File: src/rtl/riscv_dmem_arbiter_if.sv
// riscv_dmem_arbiter_if: request/response bundle for one data-memory port
interface riscv_dmem_arbiter_if;
    logic [31:0] addr;
    logic [31:0] data_wr;
    logic        rd;
    logic [3:0]  wr;
    logic [10:0] req_tag;
    logic        invalidate;
    logic        writeback;
    logic        flush;
    logic        accept;
    logic        ack;
    logic        error;
    logic [31:0] data_rd;
    logic [10:0] resp_tag;
    modport master (
        output addr, data_wr, rd, wr, req_tag, invalidate, writeback, flush,
        input  accept, ack, error, data_rd, resp_tag
    );
    modport slave (
        input  addr, data_wr, rd, wr, req_tag, invalidate, writeback, flush,
        output accept, ack, error, data_rd, resp_tag
    );
endinterface

File: src/rtl/riscv_dmem_arbiter.sv
// riscv_dmem_arbiter: round-robin sharing of the core data-memory port between m0 and m1.
// Define RISCV_DMEM_ARB_TIMEOUT_EN to add the ack watchdog and the timeout_o port.
module riscv_dmem_arbiter #(
    parameter logic [31:0] MEM_CACHE_ADDR_MIN = 32'h80000000,
    parameter logic [31:0] MEM_CACHE_ADDR_MAX = 32'h8fffffff,
    parameter int          OUTSTANDING        = 4
`ifdef RISCV_DMEM_ARB_TIMEOUT_EN
    ,
    parameter int          TIMEOUT_CYCLES     = 256
`endif
) (
    input  logic                        clk_i,
    input  logic                        rst_i,
    riscv_dmem_arbiter_if.slave         m0,
    riscv_dmem_arbiter_if.slave         m1,
    riscv_dmem_arbiter_if.master        mem_d,
    output logic                        mem_d_cacheable_o,
    output logic                        spurious_ack_o
`ifdef RISCV_DMEM_ARB_TIMEOUT_EN
    ,
    output logic                        timeout_o
`endif
);
    localparam int PW = $clog2(OUTSTANDING);

    typedef enum logic {IDLE, LOCK} state_t;

    state_t                 r_state, w_state_nxt;
    logic                   r_rr, r_lock_id, r_spurious;
    logic [PW:0]            r_count;
    logic [PW-1:0]          r_wr_ptr, r_rd_ptr;
    logic [OUTSTANDING-1:0] r_fifo;
    logic                   w_req0, w_req1, w_gnt_valid, w_gnt_id;
    logic                   w_full, w_empty, w_accept, w_ack, w_head, w_to;

    assign w_req0 = m0.rd | (|m0.wr) | m0.invalidate | m0.writeback | m0.flush;
    assign w_req1 = m1.rd | (|m1.wr) | m1.invalidate | m1.writeback | m1.flush;
    assign w_full  = r_count == (PW+1)'(OUTSTANDING);
    assign w_empty = r_count == '0;

    // A locked grant ignores the round-robin pointer until its request is taken.
    assign w_gnt_valid = (r_state == LOCK) ? (r_lock_id ? w_req1 : w_req0) : (w_req0 | w_req1);
    assign w_gnt_id    = (r_state == LOCK) ? r_lock_id : ((w_req0 & w_req1) ? r_rr : w_req1);
    assign w_accept    = rst_i & w_gnt_valid & ~w_full & mem_d.accept;

    assign m0.accept = w_accept & ~w_gnt_id;
    assign m1.accept = w_accept & w_gnt_id;

    always_comb begin
        w_state_nxt      = IDLE;
        mem_d.addr       = '0;
        mem_d.data_wr    = '0;
        mem_d.req_tag    = '0;
        mem_d.rd         = 1'b0;
        mem_d.wr         = '0;
        mem_d.invalidate = 1'b0;
        mem_d.writeback  = 1'b0;
        mem_d.flush      = 1'b0;
        if (w_gnt_valid && !w_accept)
            w_state_nxt = LOCK;
        if (w_gnt_valid) begin
            mem_d.addr       = w_gnt_id ? m1.addr : m0.addr;
            mem_d.data_wr    = w_gnt_id ? m1.data_wr : m0.data_wr;
            mem_d.req_tag    = w_gnt_id ? m1.req_tag : m0.req_tag;
            mem_d.rd         = ~w_full & (w_gnt_id ? m1.rd : m0.rd);
            mem_d.wr         = w_full ? 4'b0 : (w_gnt_id ? m1.wr : m0.wr);
            mem_d.invalidate = ~w_full & (w_gnt_id ? m1.invalidate : m0.invalidate);
            mem_d.writeback  = ~w_full & (w_gnt_id ? m1.writeback : m0.writeback);
            mem_d.flush      = ~w_full & (w_gnt_id ? m1.flush : m0.flush);
        end
    end

    assign mem_d_cacheable_o = (mem_d.addr >= MEM_CACHE_ADDR_MIN) && (mem_d.addr <= MEM_CACHE_ADDR_MAX);

    // Responses come back in order, so the FIFO head names their owner.
    assign w_head = r_fifo[r_rd_ptr];
    assign w_ack  = rst_i & ((mem_d.ack & ~w_empty) | w_to);

    assign m0.ack      = w_ack & ~w_head;
    assign m1.ack      = w_ack & w_head;
    assign m0.error    = m0.ack & (mem_d.error | w_to);
    assign m1.error    = m1.ack & (mem_d.error | w_to);
    assign m0.data_rd  = (m0.ack & ~w_to) ? mem_d.data_rd : '0;
    assign m1.data_rd  = (m1.ack & ~w_to) ? mem_d.data_rd : '0;
    assign m0.resp_tag = (m0.ack & ~w_to) ? mem_d.resp_tag : '0;
    assign m1.resp_tag = (m1.ack & ~w_to) ? mem_d.resp_tag : '0;

    assign spurious_ack_o = r_spurious;

    always_ff @(posedge clk_i or negedge rst_i) begin
        if (!rst_i)
            r_state <= IDLE;
        else
            r_state <= w_state_nxt;
    end

    always_ff @(posedge clk_i or negedge rst_i) begin
        if (!rst_i) begin
            r_rr       <= 1'b0;
            r_lock_id  <= 1'b0;
            r_spurious <= 1'b0;
            r_count    <= '0;
            r_wr_ptr   <= '0;
            r_rd_ptr   <= '0;
            r_fifo     <= '0;
        end else begin
            r_lock_id  <= w_gnt_id;
            r_spurious <= mem_d.ack & w_empty;
            r_count    <= r_count + {{PW{1'b0}}, w_accept} - {{PW{1'b0}}, w_ack};
            if (w_accept) begin
                r_rr             <= ~w_gnt_id;
                r_fifo[r_wr_ptr] <= w_gnt_id;
                r_wr_ptr         <= r_wr_ptr + 1'b1;
            end
            if (w_ack)
                r_rd_ptr <= r_rd_ptr + 1'b1;
        end
    end

`ifdef RISCV_DMEM_ARB_TIMEOUT_EN
    localparam int TW = $clog2(TIMEOUT_CYCLES + 1);

    logic [TW-1:0] r_wdog;
    logic          r_timeout;

    // A real ack always wins over the watchdog in the same cycle.
    assign w_to      = rst_i & ~w_empty & ~mem_d.ack & (r_wdog == TW'(TIMEOUT_CYCLES));
    assign timeout_o = r_timeout;

    always_ff @(posedge clk_i or negedge rst_i) begin
        if (!rst_i) begin
            r_wdog    <= '0;
            r_timeout <= 1'b0;
        end else begin
            r_wdog <= (w_empty | mem_d.ack | w_to) ? '0 : r_wdog + 1'b1;
            if (w_to)
                r_timeout <= 1'b1;
        end
    end
`else
    assign w_to = 1'b0;
`endif
endmodule

File: src/flat_wrapper.sv
// flat-port wrapper written by rule: the top's interface ports become plain ports
module riscv_dmem_arbiter_flat 
#(
    parameter logic [31:0] MEM_CACHE_ADDR_MIN = 32'h80000000,
    parameter logic [31:0] MEM_CACHE_ADDR_MAX = 32'h8fffffff,
    parameter int          OUTSTANDING        = 4

)
  (clk_i, rst_i, mem_d_cacheable_o, spurious_ack_o, m0_addr, m0_data_wr, m0_rd, m0_wr, m0_req_tag, m0_invalidate, m0_writeback, m0_flush, m0_accept, m0_ack, m0_error, m0_data_rd, m0_resp_tag, m1_addr, m1_data_wr, m1_rd, m1_wr, m1_req_tag, m1_invalidate, m1_writeback, m1_flush, m1_accept, m1_ack, m1_error, m1_data_rd, m1_resp_tag, mem_d_addr, mem_d_data_wr, mem_d_rd, mem_d_wr, mem_d_req_tag, mem_d_invalidate, mem_d_writeback, mem_d_flush, mem_d_accept, mem_d_ack, mem_d_error, mem_d_data_rd, mem_d_resp_tag);
  riscv_dmem_arbiter_if m0_i ();
  riscv_dmem_arbiter_if m1_i ();
  riscv_dmem_arbiter_if mem_d_i ();
  input  logic clk_i;
  input  logic rst_i;
  output logic mem_d_cacheable_o;
  output logic spurious_ack_o;
  input wire logic [$bits(m0_i.addr)-1:0] m0_addr;
  input wire logic [$bits(m0_i.data_wr)-1:0] m0_data_wr;
  input wire logic [$bits(m0_i.rd)-1:0] m0_rd;
  input wire logic [$bits(m0_i.wr)-1:0] m0_wr;
  input wire logic [$bits(m0_i.req_tag)-1:0] m0_req_tag;
  input wire logic [$bits(m0_i.invalidate)-1:0] m0_invalidate;
  input wire logic [$bits(m0_i.writeback)-1:0] m0_writeback;
  input wire logic [$bits(m0_i.flush)-1:0] m0_flush;
  output wire logic [$bits(m0_i.accept)-1:0] m0_accept;
  output wire logic [$bits(m0_i.ack)-1:0] m0_ack;
  output wire logic [$bits(m0_i.error)-1:0] m0_error;
  output wire logic [$bits(m0_i.data_rd)-1:0] m0_data_rd;
  output wire logic [$bits(m0_i.resp_tag)-1:0] m0_resp_tag;
  input wire logic [$bits(m1_i.addr)-1:0] m1_addr;
  input wire logic [$bits(m1_i.data_wr)-1:0] m1_data_wr;
  input wire logic [$bits(m1_i.rd)-1:0] m1_rd;
  input wire logic [$bits(m1_i.wr)-1:0] m1_wr;
  input wire logic [$bits(m1_i.req_tag)-1:0] m1_req_tag;
  input wire logic [$bits(m1_i.invalidate)-1:0] m1_invalidate;
  input wire logic [$bits(m1_i.writeback)-1:0] m1_writeback;
  input wire logic [$bits(m1_i.flush)-1:0] m1_flush;
  output wire logic [$bits(m1_i.accept)-1:0] m1_accept;
  output wire logic [$bits(m1_i.ack)-1:0] m1_ack;
  output wire logic [$bits(m1_i.error)-1:0] m1_error;
  output wire logic [$bits(m1_i.data_rd)-1:0] m1_data_rd;
  output wire logic [$bits(m1_i.resp_tag)-1:0] m1_resp_tag;
  output wire logic [$bits(mem_d_i.addr)-1:0] mem_d_addr;
  output wire logic [$bits(mem_d_i.data_wr)-1:0] mem_d_data_wr;
  output wire logic [$bits(mem_d_i.rd)-1:0] mem_d_rd;
  output wire logic [$bits(mem_d_i.wr)-1:0] mem_d_wr;
  output wire logic [$bits(mem_d_i.req_tag)-1:0] mem_d_req_tag;
  output wire logic [$bits(mem_d_i.invalidate)-1:0] mem_d_invalidate;
  output wire logic [$bits(mem_d_i.writeback)-1:0] mem_d_writeback;
  output wire logic [$bits(mem_d_i.flush)-1:0] mem_d_flush;
  input wire logic [$bits(mem_d_i.accept)-1:0] mem_d_accept;
  input wire logic [$bits(mem_d_i.ack)-1:0] mem_d_ack;
  input wire logic [$bits(mem_d_i.error)-1:0] mem_d_error;
  input wire logic [$bits(mem_d_i.data_rd)-1:0] mem_d_data_rd;
  input wire logic [$bits(mem_d_i.resp_tag)-1:0] mem_d_resp_tag;
  assign m0_i.addr = m0_addr;
  assign m0_i.data_wr = m0_data_wr;
  assign m0_i.rd = m0_rd;
  assign m0_i.wr = m0_wr;
  assign m0_i.req_tag = m0_req_tag;
  assign m0_i.invalidate = m0_invalidate;
  assign m0_i.writeback = m0_writeback;
  assign m0_i.flush = m0_flush;
  assign m0_accept = m0_i.accept;
  assign m0_ack = m0_i.ack;
  assign m0_error = m0_i.error;
  assign m0_data_rd = m0_i.data_rd;
  assign m0_resp_tag = m0_i.resp_tag;
  assign m1_i.addr = m1_addr;
  assign m1_i.data_wr = m1_data_wr;
  assign m1_i.rd = m1_rd;
  assign m1_i.wr = m1_wr;
  assign m1_i.req_tag = m1_req_tag;
  assign m1_i.invalidate = m1_invalidate;
  assign m1_i.writeback = m1_writeback;
  assign m1_i.flush = m1_flush;
  assign m1_accept = m1_i.accept;
  assign m1_ack = m1_i.ack;
  assign m1_error = m1_i.error;
  assign m1_data_rd = m1_i.data_rd;
  assign m1_resp_tag = m1_i.resp_tag;
  assign mem_d_addr = mem_d_i.addr;
  assign mem_d_data_wr = mem_d_i.data_wr;
  assign mem_d_rd = mem_d_i.rd;
  assign mem_d_wr = mem_d_i.wr;
  assign mem_d_req_tag = mem_d_i.req_tag;
  assign mem_d_invalidate = mem_d_i.invalidate;
  assign mem_d_writeback = mem_d_i.writeback;
  assign mem_d_flush = mem_d_i.flush;
  assign mem_d_i.accept = mem_d_accept;
  assign mem_d_i.ack = mem_d_ack;
  assign mem_d_i.error = mem_d_error;
  assign mem_d_i.data_rd = mem_d_data_rd;
  assign mem_d_i.resp_tag = mem_d_resp_tag;
  riscv_dmem_arbiter #(.MEM_CACHE_ADDR_MIN(MEM_CACHE_ADDR_MIN), .MEM_CACHE_ADDR_MAX(MEM_CACHE_ADDR_MAX), .OUTSTANDING(OUTSTANDING)) u_core (.clk_i(clk_i), .rst_i(rst_i), .m0(m0_i), .m1(m1_i), .mem_d(mem_d_i), .mem_d_cacheable_o(mem_d_cacheable_o), .spurious_ack_o(spurious_ack_o));
endmodule
File: config.mk
export PLATFORM = sky130hd
export DESIGN_NAME = riscv_dmem_arbiter_flat
export DESIGN_NICKNAME = d
export VERILOG_FILES = /design/src/rtl/riscv_dmem_arbiter_if.sv /design/src/rtl/riscv_dmem_arbiter.sv /design/src/flat_wrapper.sv
export SDC_FILE = /design/constraint.sdc
export NUM_CORES = 1
export LEC_CHECK = 0
export BUFFER_PORTS_ARGS = -buffer_cell sky130_fd_sc_hd__clkbuf_2
export CAP_MARGIN = 0
export CORE_AREA = 2 2 153 155
export DETAILED_ROUTE_END_ITERATION = 16
export DIE_AREA = 0 0 155 157
export PLACE_DENSITY = 0.41
export RECOVER_POWER = 100
export SYNTH_ARGS = -nofsm -noshare
export SYNTH_HDL_FRONTEND = slang
export SYNTH_SLANG_ARGS = --single-unit
File: constraint.sdc
create_clock -name clk_i -period 2.8 [get_ports clk_i]
set_clock_uncertainty 0.2 [all_clocks]
set_input_delay 0.56 -clock clk_i [delete_from_list [all_inputs] [get_ports clk_i]]
set_output_delay 0.56 -clock clk_i [all_outputs]
set_load 0.05 [all_outputs]
==> results of run 1 <==
## power groups by stage
stage | logic (W) | registers (W) | clock network [W]
global placement | 0.00871 | 0.000416 | 0
detailed placement | 0.00869 | 0.000416 | 0
finish | 0.00956 | 0.000412 | 0.000277
global route | 0.0100 | 0.000429 | 0.000297
CTS | 0.00948 | 0.000414 | 0.000279
floorplan | 0.00556 | 0.000390 | 0
## per-layer routing
metal / global-route usage, % / wire [µm] / vias to the layer above
met2: 34.9 / 12200 / 266
met3: 4.76 / 1940 / 30
li1: - / - / 3093
met1: 22.3 / 9810 / 3014
met4: 4.06 / 535 / 0
met5: 0 / 0 / -
## stage by stage
| step | area (µm²) | setup TNS (ns) | hold slack [ns] | power, W | utilization, % |
|---|---|---|---|---|---|
| after detailed placement | 9030 | -31.04 | 0.277 | 0.00911 | 40.1 |
| after CTS | 9820 | -30.30 | 0.0780 | 0.0102 | 43.7 |
| after global routing | 10000 | -50.88 | 0.235 | 0.0107 | 44.4 |
| after floorplan | 5310 | -5.36 | 0.0644 | 0.00595 | - |
| final | 10000 | -38.28 | 0.188 | 0.0103 | 44.4 |
| after global placement | 9030 | -30.55 | 0.270 | 0.00912 | 40.1 |
## layout make-up
| class | instances | area share, % |
|---|---|---|
| multi-input combinational | 479 | 48.3 |
| tap | 285 | 3.57 |
| inverter | 11 | 0.413 |
| sequential | 15 | 3.77 |
| clock buffer | 3 | 0.751 |
| clock inverter | 1 | 0.0501 |
| timing repair buffer | 484 | 43.2 |
## cells by family (layout without fill, tap and decap cells)
group	count (synthesis)	after routing	share of synthesized area (%)
fa+ha+maj	7	7	2.34
compound gates	174	174	29.2
buf+inv	94	499	8.91
xor+xnor	5	5	1.08
simple gates	286	286	47.0
mux	7	7	2.22
flops	15	15	9.25
## worst reg2reg max path: stages, from the launching register on
cell and delay [ns]:
dfrtp_1 0.39, nor3b_1 0.60, nor2_1 0.14, nand4_1 0.16, buf_4 0.13, inv_2 0.03
ha_4 0.15, fa_2 0.37, xnor2_2 0.15, xnor2_1 0.12
## cell usage after synthesis, types with 2 or more instances
| cell type | n |
|---|---|
| nand3b_1 | 8 |
| buf_2 | 7 |
| mux2_2 | 6 |
| or4b_2 | 2 |
| nor2_1 | 7 |
| and3_1 | 44 |
| and2_1 | 47 |
| or3_1 | 3 |
| ha_1 | 6 |
| a21oi_1 | 10 |
| xnor2_1 | 5 |
| clkbuf_1 | 74 |
| dfrtp_1 | 15 |
| nand3_1 | 3 |
| or4b_1 | 75 |
| inv_1 | 11 |
| nor4_2 | 4 |
| nor3b_1 | 5 |
| a21o_1 | 2 |
| nand2b_1 | 2 |
| a31oi_1 | 76 |
| o211ai_1 | 83 |
| nand2_1 | 78 |
| buf_1 | 2 |
| nand4_1 | 7 |
## sequential cells by signal, indices dropped and copies added, names as in the netlist
register / count
u_core.r_rr: 1
u_core.r_fifo: 4
u_core.r_lock_id: 1
u_core.r_rd_ptr: 2
u_core.r_wr_ptr: 2
u_core.spurious_ack_o: 1
u_core.r_state: 1
u_core.r_count: 3
## what timing repair did
action / CTS / global route
gates resized for setup: 137 / 135
pin swaps: 20 / 24
setup buffers: 7 / 6
cloned: 3 / 0
setup endpoints to repair: 86 / 130
## cells in the final DEF (no fill, tap or decap), types with 2 or more instances in the layout
master and instances:
nor2_2 2, or4b_4 61, and3_1 43, clkbuf_4 33, buf_8 29, nand3b_1 8, nand3_1 2, buf_6 6
nor4_4 3, clkbuf_1 4, a21oi_1 2, dfrtp_1 14, a31oi_4 75, buf_12 80, clkbuf_16 4, inv_1 10
nor3b_1 5, a21oi_2 8, xnor2_1 4, nor2_1 4, and2_1 35, mux2_2 6, nand4_1 7, or4b_2 2
or4b_1 14, clkbuf_2 247, buf_2 7, clkbuf_8 12, buf_4 65, and2_2 11, nand2_1 77, nand2b_1 2
or3_1 2, o211ai_1 83, ha_1 5
## how the worst min path moves through the flow
stage	from	end
after floorplan	rst_i	u_core.r_count[0]$_DFF_PN0_
after global placement	u_core.r_rd_ptr[1]$_DFFE_PN0P_	u_core.r_rd_ptr[1]$_DFFE_PN0P_
after detailed placement	u_core.r_rd_ptr[1]$_DFFE_PN0P_	u_core.r_rd_ptr[1]$_DFFE_PN0P_
after CTS	rst_i	u_core.spurious_ack_o$_DFF_PN0_
after global routing	rst_i	u_core.spurious_ack_o$_DFF_PN0_
final	rst_i	u_core.r_count[1]$_DFF_PN0_
==> metrics, run 1 <==
Top cell by count, worst path buf_12; Hold Fails Final Rpt 0; hold buffer count at CTS 0; initial core utilization 18.0%; cell family with the largest share of critical-path delay simple AND/OR/NAND/NOR gates; Critical Path RT 2.04 ns; Final Wtd Congestion between 0.7 and 0.8; Starting DRT DRC Count 300; Slew Limit Headroom between 50% and 60%; internal power 0.00451 W; leakage 4.29 nW; Cell Pwr Density 1030 nW/µm²; drt pass-1 iters 4; Final min period around 3.2 ns; DR vias 6,403; R2R Path Start u_core.r_count[2]$_DFF_PN0_; CTS clk-pin slew, worst paths 0.05 ns; violated checks negative setup slack; Mapped Nets 809; Port Buffers 390; Post-Syn Instances 588; asr flop ratio synth 100%; final HPWL from detailed placement roughly 18,000 µm; Via density 5.01; top-area cell type share of the netlist area a little under a fifth; flops & latches, synth 15; # rows 55; CP max-delay cell or4b_4; part of the power in registers 4.0%; Global Route Usage Sum 19.0%; CTS root buf clkbuf_16; Post-synth EDFFs 0; worst skew pair latency 0.25 ns; Worst-Margin Slew 0.693 ns; Worst IR Drop VDD 0.413 mV; pin count of the biggest net entering global routing 55; Critical Path Max Stage Delay 0.52 ns; IO Pins just under 400; Die Wd around 160 µm; clock tree from TritonCTS done; total core area 22,500 µm²; max_cap viols 0; layout cells sized above 1 67.3%; sequential fraction of the synthesis area under 10%; Max Fclk between 0.3 and 0.4 GHz; Mapped Area a little over 4000 µm²; first-pass GRT wire length 37,300 µm; Die H about 160 µm; FF-to-FF setup slack 0.25 ns; yosys warns 0; Layout Nets 1,215; r2r worst-path depth 9; sw power about 0.0057 W; arrival time worst endpoint between 2 and 2.5 ns; clock sink total 15; Routed wire per std cell 19.2 µm; FF-to-FF End u_core.r_count[2]$_DFF_PN0_; CP endpoint kind output pin; drt total wl 24,500 µm; status finished, violations left; H-tree lvl count 1; Critical path destination mem_d_addr[25]; Multi-input gate area 4820 µm²; Final Cycle Share 114%; Fillers 2,231; post-route worst setup slack -0.394 ns; final setup violation count 132; area occupied by registers 377 µm²; worst setup path category input pin to output pin; Synth Flop Type dfrtp_1; Worst Path Max Fanout 8; initial antenna violation count 0; die area 24,300 µm²; Layout area overhead 146%; fin. max-slew vios 0; CTS Buf Count 3; combinational group share of total power 93.3%; WP buf/inv 4; DRC Markers 0; Clk pwr share 2.7%; Finished Layout Cells 1,278; vias in the first global route between 6,000 and 7,000; Synth cell types 31; GRT Residual Overflow 0; worst min path class input pin to asynchronous set/reset pin; worst setup path start m0_wr[1]; post-synth top area cell or4b_1; top post-synthesis cells by area or4b_1 (19%), o211ai_1 (15%), a31oi_1 (12%); crit-path cells buf_4 > nor4_4 > a21oi_4 > buf_12 > buf_12 > or4b_4 > a31oi_4 > buf_12; switch share 56.0%; Post-DRT Antenna Nets 0; ANT cells 0; Inst Count DP roughly 1,300; Synth Area per Inst 6.90 µm²; Critical Path Stages 8; clk buf depth 2; RSZ-0062 raised after global routing true; pre-CTS setup slack -0.469 ns; Worst setup SP type input pin
Power figures use the tool's default switching activity.
==> run 2: changes to the inputs <==
--- a/config.mk
+++ b/config.mk
@@ -7,10 +7,10 @@
 export LEC_CHECK = 0
 export BUFFER_PORTS_ARGS = -buffer_cell sky130_fd_sc_hd__clkbuf_2
 export CAP_MARGIN = 0
-export CORE_AREA = 2 2 153 155
+export CORE_AREA = 2 2 151 153
 export DETAILED_ROUTE_END_ITERATION = 16
-export DIE_AREA = 0 0 155 157
-export PLACE_DENSITY = 0.41
+export DIE_AREA = 0 0 153 155
+export PLACE_DENSITY = 0.42
 export RECOVER_POWER = 100
 export SYNTH_ARGS = -nofsm -noshare
 export SYNTH_HDL_FRONTEND = slang
==> metrics, run 2 (synthesis gave the netlist of run 1 again) <==
IO Pins ~400; Global Route Usage Sum 20.0%; Top cell by count, worst path buf_12; internal power just under 0.005 W; Hold Fails Final Rpt 0; fin. max-slew vios 0; clock tree from TritonCTS done; Port Buffers 390; Worst Hold Launch u_core.r_rd_ptr[1]$_DFFE_PN0P_; Worst Path Max Fanout 56; drt pass-1 iters 4; Final Wtd Congestion roughly 0.8; switch share 54.5%; Worst IR Drop VDD 0.781 mV; Fillers 2,110; Final Cycle Share 113%; initial antenna violation count 2; max_cap viols 0; # rows 55; Max Fclk 0.317 GHz; Final min period 3.15 ns; leakage 4.42 nW; worst skew pair latency 0.25 ns; Worst-Margin Slew 0.834 ns; Starting DRT DRC Count 236; Cell Pwr Density 1010 nW/µm²; Worst setup SP type input pin; hold buffer count at CTS 0; CTS Buf Count 3; pin count of the biggest net entering global routing 77; clk buf depth 2; GRT Max-Usage Layer met2; Via density 5.01; Total Power 0.0107 W; Slew Limit Headroom 44.4%; final HPWL from detailed placement 18,800 µm; worst setup path start m0_rd; commonest non-fill, non-tap cell in the layout clkbuf_2; layout cells sized above 1 65.3%; worst min path class flip-flop to flip-flop; DRC Markers 0; Die H roughly 160 µm; CP endpoint kind output pin; DR vias 6,415; GRT Residual Overflow 0; combinational group share of total power 93.4%; met2 Use GR 37.8%; Largest Register u_core.r_fifo; R2R Path Start u_core.r_count[2]$_DFF_PN0_; Layout area overhead 160%; CTS clk-pin slew, worst paths 0.05 ns; CTS root buf clkbuf_16; Die Wd 153 µm; pre-CTS setup slack -0.479 ns; GRT met1 Usage about 23%; violated checks negative setup slack; H-tree lvl count 1; max reg flops 4; crit-path cells buf_8 > nor4_4 > a21oi_4 > buf_12 > or4b_4 > a31oi_4 > buf_12; Post-DRT Antenna Nets 0; post-route worst setup slack -0.353 ns; Top Registers u_core.r_fifo (4), u_core.r_count (3); Routed wire per std cell 19.5 µm; vias in the first global route ~6,600; Inst Count DP ~1,300; clock sink total 15; worst setup path category input pin to output pin; RSZ-0062 raised after global routing true; Post-Route Utilization 47.5%; CP max-delay cell or4b_4; initial core utilization 18.3%; Critical Path Max Stage Delay 0.53 ns; sw power ~0.0058 W; final setup violation count 87; die area about 24,000 µm²; drt total wl 25,000 µm; status finished, violations left; first-pass GRT wire length 38,400 µm; part of the power in registers 3.9%; Clk pwr share between 2 and 3%; commonest cells after routing, fill and taps aside clkbuf_2 (250), buf_12 (120), o211ai_1 (83), nand2_1 (77), a31oi_4 (76); total core area 22,200 µm²; Finished Layout Cells about 1,300; arrival time worst endpoint about 2.4 ns; Critical Path RT 2.04 ns; met3 Use GR 5.07%; Layout Nets 1,215
run 2: cell count changes in the layout (fill, tap and decap cells not counted), sizes merged:
| cell | change |
|---|---|
| clkbuf | -31 |
| buf | +30 |
| diode | +2 |
| bufbuf | +1 |
run 2: final cells by class:
type / instances / area, µm² / share of cell area, %
Antenna cell: 2 / 5.00 / 0.0474
Tap cell: 285 / 357 / 3.38
Sequential cell: 15 / 377 / 3.57
Clock buffer: 3 / 75.1 / 0.711
Timing Repair Buffer: 484 / 4870 / 46.1
Inverter: 11 / 41.3 / 0.391
Clock inverter: 1 / 5.00 / 0.0474
Multi-Input combinational cell: 479 / 4830 / 45.7
run 2: timing repair:
item,CTS,global route
pin swaps,19,16
buffers inserted,10,4
cloned,2,1
gates resized for setup,130,47
setup endpoints to repair,86,140
run 2: path summary, 6_finish.rpt:
check	endpoint	slack, ns	depth (start not counted)
worst min register to register	u_core.r_rd_ptr[1]$_DFFE_PN0P_	0.28	1
worst max-delay path	mem_d_addr[19]	-0.35	7
max in group asynchronous	u_core.r_state$_DFF_PN0_	1.48	2
worst min-delay path	u_core.r_rd_ptr[1]$_DFFE_PN0P_	0.28	1
min in group asynchronous	u_core.spurious_ack_o$_DFF_PN0_	0.35	2
worst max register to register	u_core.r_count[2]$_DFF_PN0_	0.12	9
run 2: critical path, delay by kind of cell:
| family | cells | cell delay, ns |
|---|---|---|
| buffers and inverters | 3 | 0.48 |
| and+or+nand+nor | 2 | 0.90 |
| AOI/OAI and AO/OA | 2 | 0.40 |
run 2: power groups by stage:
stage          Sequential [W]  Clock (W)  Combinational, W
2_1_floorplan        0.000390          0           0.00556
3_3_place_gp         0.000414          0           0.00899
3_5_place_dp         0.000416          0           0.00900
4_1_cts              0.000413   0.000294           0.00984
5_1_grt              0.000423   0.000307            0.0104
6_report             0.000411   0.000293           0.00997
run 2: routing by layer:
metal | vias up | part of all wire (%) | routed length, µm
met2 | 251 | 53 | 13100
met5 | - | 0 | 0
met1 | 3040 | 39 | 9720
met4 | 0 | 1.2 | 306
met3 | 19 | 7.3 | 1820
li1 | 3105 | - | -
run 2: through the flow:
| stage | cell area, µm² | hold WS [ns] | setup TNS (ns) |
|---|---|---|---|
| 3_3_place_gp | 9590 | 0.269 | -27.43 |
| 4_1_cts | 10400 | 0.0960 | -23.17 |
| 5_1_grt | 10600 | 0.300 | -30.15 |
| 3_5_place_dp | 9590 | 0.282 | -30.75 |
| 2_1_floorplan | 5310 | 0.0644 | -5.36 |
| 6_report | 10600 | 0.283 | -21.80 |
==> run 3: changes to the inputs <==
--- a/config.mk
+++ b/config.mk
@@ -10,6 +10,7 @@
 export CORE_AREA = 2 2 151 153
 export DETAILED_ROUTE_END_ITERATION = 16
 export DIE_AREA = 0 0 153 155
+export MAX_ROUTING_LAYER = met4
 export PLACE_DENSITY = 0.42
 export RECOVER_POWER = 100
 export SYNTH_ARGS = -nofsm -noshare
==> metrics, run 3 (synthesis gave the netlist of run 1 again) <==
vias in the first global route 6,649; IO Pins 391; Max Fclk 0.317 GHz; RSZ-0062 raised after global routing true; Cell Area, Placed 9590 µm²; worst setup path category input pin to output pin; Via density 5.00; Largest Register u_core.r_fifo; hold buffer count at CTS 0; worst min path class flip-flop to flip-flop; WHS 0.288 ns; fin. max-slew vios 0; Worst IR Drop VDD 0.779 mV; leakage 4.43 nW; Final Wtd Congestion 0.803; clock tree from TritonCTS done; initial antenna violation count 2; Worst-Margin Slew 0.843 ns; commonest non-fill, non-tap cell in the layout clkbuf_2; max_cap viols 0; DRC Markers 0; cell area after layout 10,600 µm²; Die H 155 µm; CTS clk-pin slew, worst paths 0.06 ns; GRT Residual Overflow 0; first-pass GRT wire length 38,200 µm; Starting DRT DRC Count 201; Top Registers u_core.r_fifo (4), u_core.r_count (3); worst skew pair latency between 0.2 and 0.3 ns; Worst Hold Launch u_core.r_rd_ptr[1]$_DFFE_PN0P_; Post-DRT Antenna Nets 0; Inst Count DP 1,257; arrival time worst endpoint 2.39 ns; # rows 55; layout cells sized above 1 65.3%; R2R Path Start u_core.r_count[2]$_DFF_PN0_; initial core utilization 18.3%; commonest cells after routing, fill and taps aside clkbuf_2 (247), buf_12 (120), o211ai_1 (83), nand2_1 (77), a31oi_4 (76); CP endpoint kind output pin; Slew Limit Headroom approximately 44%; worst setup path start m0_wr[2]; Die Wd 153 µm; clk buf depth 2; Final Cycle Share 113%; Port Buffers 390; Finished Layout Cells 1,280; post-route worst setup slack -0.355 ns; Layout area overhead 160%; final setup violation count 87; Layout Nets around 1,200; total core area 22,200 µm²; Worst Path Max Fanout 56; H-tree lvl count 1; die area 23,700 µm²; Worst setup SP type input pin; Fillers 2,110; setup TNS -22.50 ns; drt total wl 25,000 µm; final HPWL from detailed placement 18,800 µm; Routed wire per std cell 19.5 µm; status finished, violations left; Critical Path RT 2.04 ns; pin count of the biggest net entering global routing 77; max reg flops 4; Global Route Usage Sum 20.5%; CTS Buf Count 3; CTS root buf clkbuf_16; Final min period 3.15 ns; drt pass-1 iters 4; clock sink total 15; violated checks negative setup slack; Hold Fails Final Rpt 0; Cell Pwr Density 1010 nW/µm²; DR vias 6,402
==> run 3: cell count changes in the layout (fill, tap and decap cells not counted), sizes merged <==
cell | previous run | this run
clkbuf | 269 | 266
buf | 217 | 220
==> run 3: critical path, cell delays in order <==
cell and delay (ns):
buf_8 0.10, nor4_4 0.25, buf_4 0.18, a21oi_4 0.10
buf_12 0.21, or4b_4 0.53, a31oi_4 0.24, buf_12 0.17
==> run 3: final timing paths <==
| check | end | slack (ns) | cells past startpoint |
|---|---|---|---|
| setup / recovery | mem_d_addr[19] | -0.35 | 8 |
| hold / removal | u_core.r_rd_ptr[1]$_DFFE_PN0P_ | 0.29 | 1 |
| setup reg to reg | u_core.r_count[2]$_DFF_PN0_ | 0.12 | 9 |
| hold reg to reg | u_core.r_rd_ptr[1]$_DFFE_PN0P_ | 0.29 | 1 |
| max in group asynchronous | u_core.r_state$_DFF_PN0_ | 1.47 | 2 |
| min in group asynchronous | u_core.spurious_ack_o$_DFF_PN0_ | 0.35 | 2 |
==> run 3: through the flow <==
step,worst slack (ns),utilization [%],power [W]
2_1_floorplan,-0.224,-,0.00595
3_3_place_gp,-0.444,43.1,0.00941
3_5_place_dp,-0.479,43.1,0.00941
4_1_cts,-0.370,46.8,0.0105
5_1_grt,-0.408,47.5,0.0112
6_report,-0.355,47.5,0.0107
==> run 3: metal layers <==
metal  up-vias  GRT usage, %  wire (µm)
met5         -             -          0
met2       242          37.9      13200
met1      3040          22.9       9890
met3        17          4.40       1620
li1       3103             -          -
met4         0          3.88        303
==> run 3: cell type report <==
cell class | count | area (µm²) | share of cell area [%]
multi-input cells | 479 | 4830 | 45.7
flip-flops and latches | 15 | 377 | 3.57
diodes | 2 | 5.00 | 0.0474
clock inverters | 1 | 5.00 | 0.0474
clock buffers | 3 | 75.1 | 0.711
repair buffers | 484 | 4870 | 46.1
inverters | 11 | 41.3 | 0.391
well taps | 285 | 357 | 3.38
==> run 3: report_power, final <==
group	internal, W	switching, W	total (W)
registers	0.000320	0.0000907	0.000411
logic	0.00434	0.00563	0.00997
clock network	0.000191	0.000103	0.000294
==> run 3: what timing repair did <==
item / in CTS / in global routing
pin swaps: 19 / 16
setup endpoints to repair: 86 / 142
resized for setup: 130 / 50
setup buffers: 10 / 4
gates cloned: 2 / 1
hold endpoints to repair: 0 / 0
